`config.mk`:
```
export PLATFORM = sky130hd
export DESIGN_NAME = pc_gen_unit
export DESIGN_NICKNAME = d
export VERILOG_FILES = /design/src/rtl/pc_gen_unit.sv
export SDC_FILE = /design/constraint.sdc
export NUM_CORES = 1
export LEC_CHECK = 0
export CAP_MARGIN = 20
export CORE_MARGIN = 2
export CORE_UTILIZATION = 40
export DETAILED_ROUTE_END_ITERATION = 10
export PLACE_DENSITY = 0.88
export SYNTH_ARGS = -nofsm -noshare
export SYNTH_HDL_FRONTEND = slang
export SYNTH_SLANG_ARGS = --single-unit
```
`constraint.sdc`:
```
create_clock -name clk -period 5.1 [get_ports clk]
set_input_delay 1.275 -clock clk [delete_from_list [all_inputs] [get_ports clk]]
set_output_delay 1.275 -clock clk [all_outputs]
set_load 0.01 [all_outputs]
```
`src/rtl/pc_gen_unit.sv`:
```
// rtl/pc_gen_unit.sv - fetch-stage program-counter generator with boot hold, stall and misaligned-target trap (optional: PC_MISALIGN_TRAP_EN)
module pc_gen_unit #(
   parameter int              XLEN         = 32,
   parameter logic [XLEN-1:0] RESET_VECTOR = XLEN'(32'h0000_0000),
   parameter logic [XLEN-1:0] TRAP_VECTOR  = XLEN'(32'h0000_0100),
   parameter int              BOOT_DELAY   = 4
) (
   input  logic            clk,
   input  logic            rst,
   input  logic            stall,
   input  logic [1:0]      pc_src,
   input  logic [XLEN-1:0] branch_target,
   input  logic [XLEN-1:0] jal_target,
   input  logic [XLEN-1:0] jalr_target,
   input  logic            trap_return,
   output logic [XLEN-1:0] pc,
   output logic [XLEN-1:0] pc_plus4,
   output logic            fetch_valid,
   output logic            misalign,
   output logic [XLEN-1:0] epc
);

   // Counter holds 0..BOOT_DELAY; the unit leaves BOOT on the edge where it reads BOOT_DELAY.
   localparam int             CW        = (BOOT_DELAY < 1) ? 1 : $clog2(BOOT_DELAY + 1);
   localparam logic [CW-1:0]  BOOT_LAST = CW'(BOOT_DELAY);

   typedef enum logic {
      BOOT = 1'b0,
      RUN  = 1'b1
   } state_t;

   state_t          state;
   logic [CW-1:0]   boot_cnt;
   logic [XLEN-1:0] target;
   logic            target_misaligned;

   // Sequential fetch address; wraps modulo 2^XLEN.
   assign pc_plus4 = pc + XLEN'(4);

   // Next-PC select; JALR target always has bit 0 cleared before any further use.
   always_comb begin
      target = pc_plus4;
      case (pc_src)
         2'b00:   target = pc_plus4;
         2'b01:   target = branch_target;
         2'b10:   target = jal_target;
         default: target = jalr_target & ~XLEN'(1);
      endcase
      target_misaligned = (target[1:0] != 2'b00);
   end

`ifndef PC_MISALIGN_TRAP_EN
   // Without trapping, epc never moves and misalign never fires.
   assign misalign = 1'b0;
   assign epc      = RESET_VECTOR;
`endif

   // Boot/run state machine owning pc, fetch_valid and (with trapping) epc/misalign.
   always_ff @(posedge clk) begin
      if (rst) begin
         state       <= BOOT;
         boot_cnt    <= '0;
         pc          <= RESET_VECTOR;
         fetch_valid <= 1'b0;
`ifdef PC_MISALIGN_TRAP_EN
         epc         <= RESET_VECTOR;
         misalign    <= 1'b0;
`endif
      end else begin
`ifdef PC_MISALIGN_TRAP_EN
         misalign <= 1'b0;
`endif
         case (state)
            BOOT: begin
               pc <= RESET_VECTOR;
               if (boot_cnt == BOOT_LAST) begin
                  state       <= RUN;
                  fetch_valid <= 1'b1;
               end else begin
                  boot_cnt <= boot_cnt + CW'(1);
               end
            end
            RUN: begin
               fetch_valid <= 1'b1;
               if (!stall) begin
                  if (trap_return) begin
                     pc <= epc;
                  end else begin
`ifdef PC_MISALIGN_TRAP_EN
                     if (target_misaligned) begin
                        pc       <= TRAP_VECTOR;
                        epc      <= pc;
                        misalign <= 1'b1;
                     end else begin
                        pc <= target;
                     end
`else
                     pc <= {target[XLEN-1:2], 2'b00};
`endif
                  end
               end
            end
            default: state <= BOOT;
         endcase
      end
   end

`ifndef PC_MISALIGN_TRAP_EN
   // Misalignment flag only matters when trapping is built in.
   logic unused_misaligned;
   assign unused_misaligned = target_misaligned;
`endif

endmodule

```
Word level (Yosys, flattened, before mapping)
Cells that the tools add are included.

$add $sub $neg: 2. Div/mod/pow operators: 0. Equality and inequality tests: 5. Bitwise operators: 2. Shift-type cells: 0. Magnitude comparators: 0. $mul: 0. Reductions and logical operators: 2. Muxes and demuxes: 8.

Operator list (number): case mux 32 bit (3 select lines) (1); 2-to-1 mux 32 bit (2); case mux 32 bit (2 select lines) (1); adder 32 x 3 -> 32 bit, second input constant (1); inequality test 2 bit, second input constant (2); adder 3 x 1 -> 3 bit, second input constant (1); equality test 3 bit, second input constant (1); 2-to-1 mux 1 bit (3); equality test 2 x 1 -> 1 bit, second input constant (1); equality test 2 bit, second input constant (1); logical NOT 2 bit (1); NOT 1 bit (2); case mux 1 bit (2 select lines) (1); AND reduction 2 bit (1).

Memories kept: 0. Bits in latches: 0. Word-level logic and storage cells: 23. Bits in registers: 37. ROM bits: 0. Bits in writable memories: 0.

Logic depth before layout (Yosys ltp)
Word-level depth: 5. Gate-level depth with buffers: 7. Mapped depth without buffers: 6.

Worst setup path after synthesis
No wires, ideal clock.

Path type: reg-to-output. Start: reg pc[2]. End: out pc_plus4[22]. Arrival: 1.851 ns. Stages on the path, launching flop included: 7. Required time: 3.825 ns. Setup slack: 1.974 ns. Path buffers: 1. Cells stage by stage: dfxtp_1 ha_1 nand4_1 nor4_1 buf_2 a21boi_0 or2_2.

Longest elaborated chain between the ends: 1.

RTL lines: start: declaration (RTL line 16) `output logic [XLEN-1:0] pc,`; start signal: assignment (RTL line 87) `pc <= epc;`; start signal: assignment (RTL line 98) `pc <= {target[XLEN-1:2], 2'b00};`; adder 32 x 3 -> 32 bit (RTL line 38) `assign pc_plus4 = pc + XLEN'(4);`; end: declaration (RTL line 17) `output logic [XLEN-1:0] pc_plus4,`.

No other way between the ends.

Worst setup path after layout
Start: reg pc[18]. End: out pc_plus4[27].

Same word-level chain as after synthesis.

==> summary.md <==
| Metric | Value |
|---|---|
| Num ports | 200 |
| Average wire per standard cell | 17.2 µm |
| PortBufs | 156 |
| Starting density of the core | 0.419 |
| Fill cell count | 636 |
| Layout Nets | 631 |
| Met2 Resource Use GR | 0.460 |
| Crit path required time | 3.83 ns |
| Max Clk Rate | 236 MHz |
| CTS tree | built |
| Gate Count Post-Synth | 378 |
| Max-slew headroom | 0.290 |
| # DRC | 0 |
| Total Routing Usage GR | 0.251 |
| Slowest cell on crit path | nor3_1 |
| Pre-antenna DRT Iters | 5 |
| FF+latch area | 701 µm² |
| GRT Residual Overflow | 0 |
| Final Hold Fails | 0 |
| Global-route met1 utilization | 0.297 |
| Final wirelength | 10800 µm |
| Final Max Tran Viols | 0 |
| Ys Warns | 0 |
| Setup-failing EPs final | 0 |
| Final period utilization | 0.832 |
| Std-Cell Core Area | 7330 µm² |
| RSZ-0062 raised after global routing | no |
| Largest net degree at the start of global routing | 42 |
| Hold_buf cts | 0 |
| Post-layout min period | 4.24 ns |
| Diodes inserted | 0 |
| Row count | 31 |
| Post-synth top flop | dfxtp_1 |
| Setup bufs post-CTS | 0 |
| PD cells | 151 nW/µm² |
| Die H | 91.7 µm |
| CP Class | reg2out |
| WHS | 0.455 ns |
| First-pass GRT wire length | 17100 µm |
| Global route hottest layer | met2 |
| Routability cong. | 0.942 |
| HP Start | fetch_valid |
| Post-synth EDFFs | 0 |
| Reg2reg setup slack | 2.65 ns |
| Actual slew at the worst max-slew pin | 1.06 ns |
| Initial antenna violation count | 0 |
| Root buffer cell | clkbuf_8 |
| Resized cells post-CTS | 0 |
| Cells along the critical path | nand4_1 > nor3_1 > nand4_1 > xnor2_1 > clkdlybuf4s50_1 |
| Final HPWL from detailed placement | 8280 µm |
| Cell mode on critical path | nand4_1 |
| Detailed-route via count | 3476 |
| Area of the multi-input gates | 2110 µm² |
| Hold Crit Class | reg2reg |
| Clock slew at reported path FFs | 0.08 ns |
| Initial drt markers | 189 |
| Max-cap check violation count | 0 |
| Number of vias per cell | 5.55 |
| Synthesized flop and latch total | 35 |
| Clock latency on the worst-skew pair | 0.29 ns |
| Final Skew | 0.00861 ns |
| H-tree Lvls | 2 |
| Critical Path Start | pc[18] |
| Met3 usage | 0.0501 |
| Crit-path max FO | 9 |
| Worst EP arrival | 2.97 ns |
| CP max stage delay | 0.79 ns |
| Vias in the first global route | 3454 |
| Status | finished, final reports clean |
| Leakage power | 1.76 nW |
| Maximum VDD drop | 0.000128 V |
| Syn Area/Cell | 8.13 µm² |
| Layout cells sized above 1 | 0.0835 |
| CP startpoint kind | flip-flop |
| Die width | 91.7 µm |
| Max clock buf depth | 2 |
| Area Growth Syn to Fin | 52.2% |
| # clock sinks | 35 |
| R2r startpoint | pc[18] |
| Full die area | 8400 µm² |
| Async SR Flop Fraction | 0 |
| Yosys cell types | 59 |
| Antenna-violating nets left | 0 |
| Seq/Total Area, Yosys | 0.228 |
| Num CTS Buffers | 5 |
| Worst Setup End Kind | output pin |
| Post-Syn Area | 3070 µm² |
| Setup TNS | 0 ns |
cells by family (layout without fill, tap and decap cells):
kind of cell / after synthesis / in the layout / share of synthesized area
AND/OR/NAND/NOR: 108 / 108 / 0.197
AO/OA/AOI/OAI: 100 / 100 / 0.222
buffers and inverters: 71 / 184 / 0.133
flip-flops: 35 / 35 / 0.228
multiplexers: 32 / 32 / 0.127
XOR/XNOR: 28 / 28 / 0.0798
adder cells (fa/ha/maj): 3 / 3 / 0.0122
other: 1 / 37 / 0.00122
per-stage QoR:
stage | std cells | setup slack (ns) | cell area (µm²) | total power, mW | util
global placement | 617 | 1.33 | 4590 | 0.504 | 0.626
finish | 626 | 0.856 | 4680 | 0.708 | 0.638
floorplan | 414 | 1.97 | 3210 | 0.424 | -
CTS | 626 | 0.948 | 4680 | 0.712 | 0.638
detailed placement | 618 | 1.27 | 4600 | 0.514 | 0.627
global route | 626 | 0.729 | 4680 | 0.742 | 0.638
cells in the final DEF, fill, tap and decap left out, types with 3 or more instances in the layout:
cell type / Yosys / final
a221o_1: 4 / 4
mux2i_1: 13 / 13
a22o_1: 8 / 8
dfxtp_1: 35 / 35
clkdlybuf4s50_1: 0 / 155
nand2b_1: 3 / 3
nor2_1: 19 / 19
mux4_2: 4 / 4
a22oi_1: 9 / 9
nor3_1: 7 / 7
o211ai_1: 5 / 5
or2_2: 3 / 3
o21ai_0: 20 / 20
a211oi_1: 3 / 3
nand2_1: 23 / 23
a21oi_1: 22 / 22
xor2_1: 8 / 8
a31oi_1: 3 / 3
conb_1: 1 / 37
a32oi_1: 3 / 3
o2bb2ai_1: 3 / 3
xnor2_1: 20 / 20
clkbuf_8: 0 / 5
and3_1: 6 / 6
buf_4: 37 / 6
mux2_2: 15 / 15
nand4_1: 11 / 11
nand3_1: 14 / 14
o32a_1: 3 / 3
nor2b_1: 3 / 3
inv_1: 13 / 13
o311ai_1: 3 / 3
ha_1: 3 / 3
layout make-up:
| class | count | area share |
|---|---|---|
| well taps | 99 | 0.0265 |
| inverters | 13 | 0.0104 |
| flip-flops and latches | 35 | 0.150 |
| clock inverters | 1 | 0.00107 |
| clock buffers | 7 | 0.0163 |
| repair buffers | 163 | 0.345 |
| multi-input cells | 308 | 0.451 |
cells in the mapped netlist (all sizes together), types with 3 or more instances:
master    n  area (µm²)
xnor2    20         175
mux2i    13         130
ha        3        37.5
o32a      3        30.0
nor3      7        35.0
inv      13        48.8
dfxtp    35         701
a21oi    22         110
and3      7        45.1
o21ai    22         110
a211oi    3        22.5
mux4      4        90.1
o311ai    3        26.3
nand4    13         103
buf      43         305
a32oi     3        26.3
nor2b     3        18.8
mux2     15         169
xor2      8        70.1
nor2     19        71.3
nand3    14        70.1
nand2    23        86.3
nor4      4        40.0
o211ai    5        37.5
or2       3        18.8
a221o     4        40.0
a31oi     3        18.8
a22oi     9        67.6
nand2b    3        18.8
a22o      8        70.1
o2bb2ai   3        26.3
clkbuf   15        56.3
worst max-delay path: cells and delay by family (launching register included):
kind / cells / cell delay, ns
xor gates and xnor gates: 1 / 0.23
and+or+nand+nor: 3 / 1.35
DFF: 1 / 0.52
buffers and inverters: 1 / 0.57
sequential cells by signal, indices dropped and copies added (netlist names):
| register | count |
|---|---|
| fetch_valid | 1 |
| pc | 30 |
| boot_cnt | 3 |
| state | 1 |
where the power goes:
| part | switching [mW] | internal [mW] |
|---|---|---|
| Combinational | 0.0890 | 0.121 |
| Sequential | 0.0120 | 0.286 |
| Clock | 0.104 | 0.0960 |
| Total | 0.205 | 0.503 |
path summary, 6_finish.rpt:
kind,endpoint,cells past startpoint
min reg2reg,fetch_valid,2
max,pc_plus4[27],5
max reg2reg,pc[29],5
min,fetch_valid,2
metal layers:
layer  wire length [µm]  vias to the layer above  part of all wire
met3                902                       19             0.084
met5                  0                        -                 0
met1               4160                     1652              0.39
met4                167                        0             0.015
li1                   -                     1622                 -
met2               5570                      183              0.52
No activity file was read; power rests on OpenSTA's default activity.
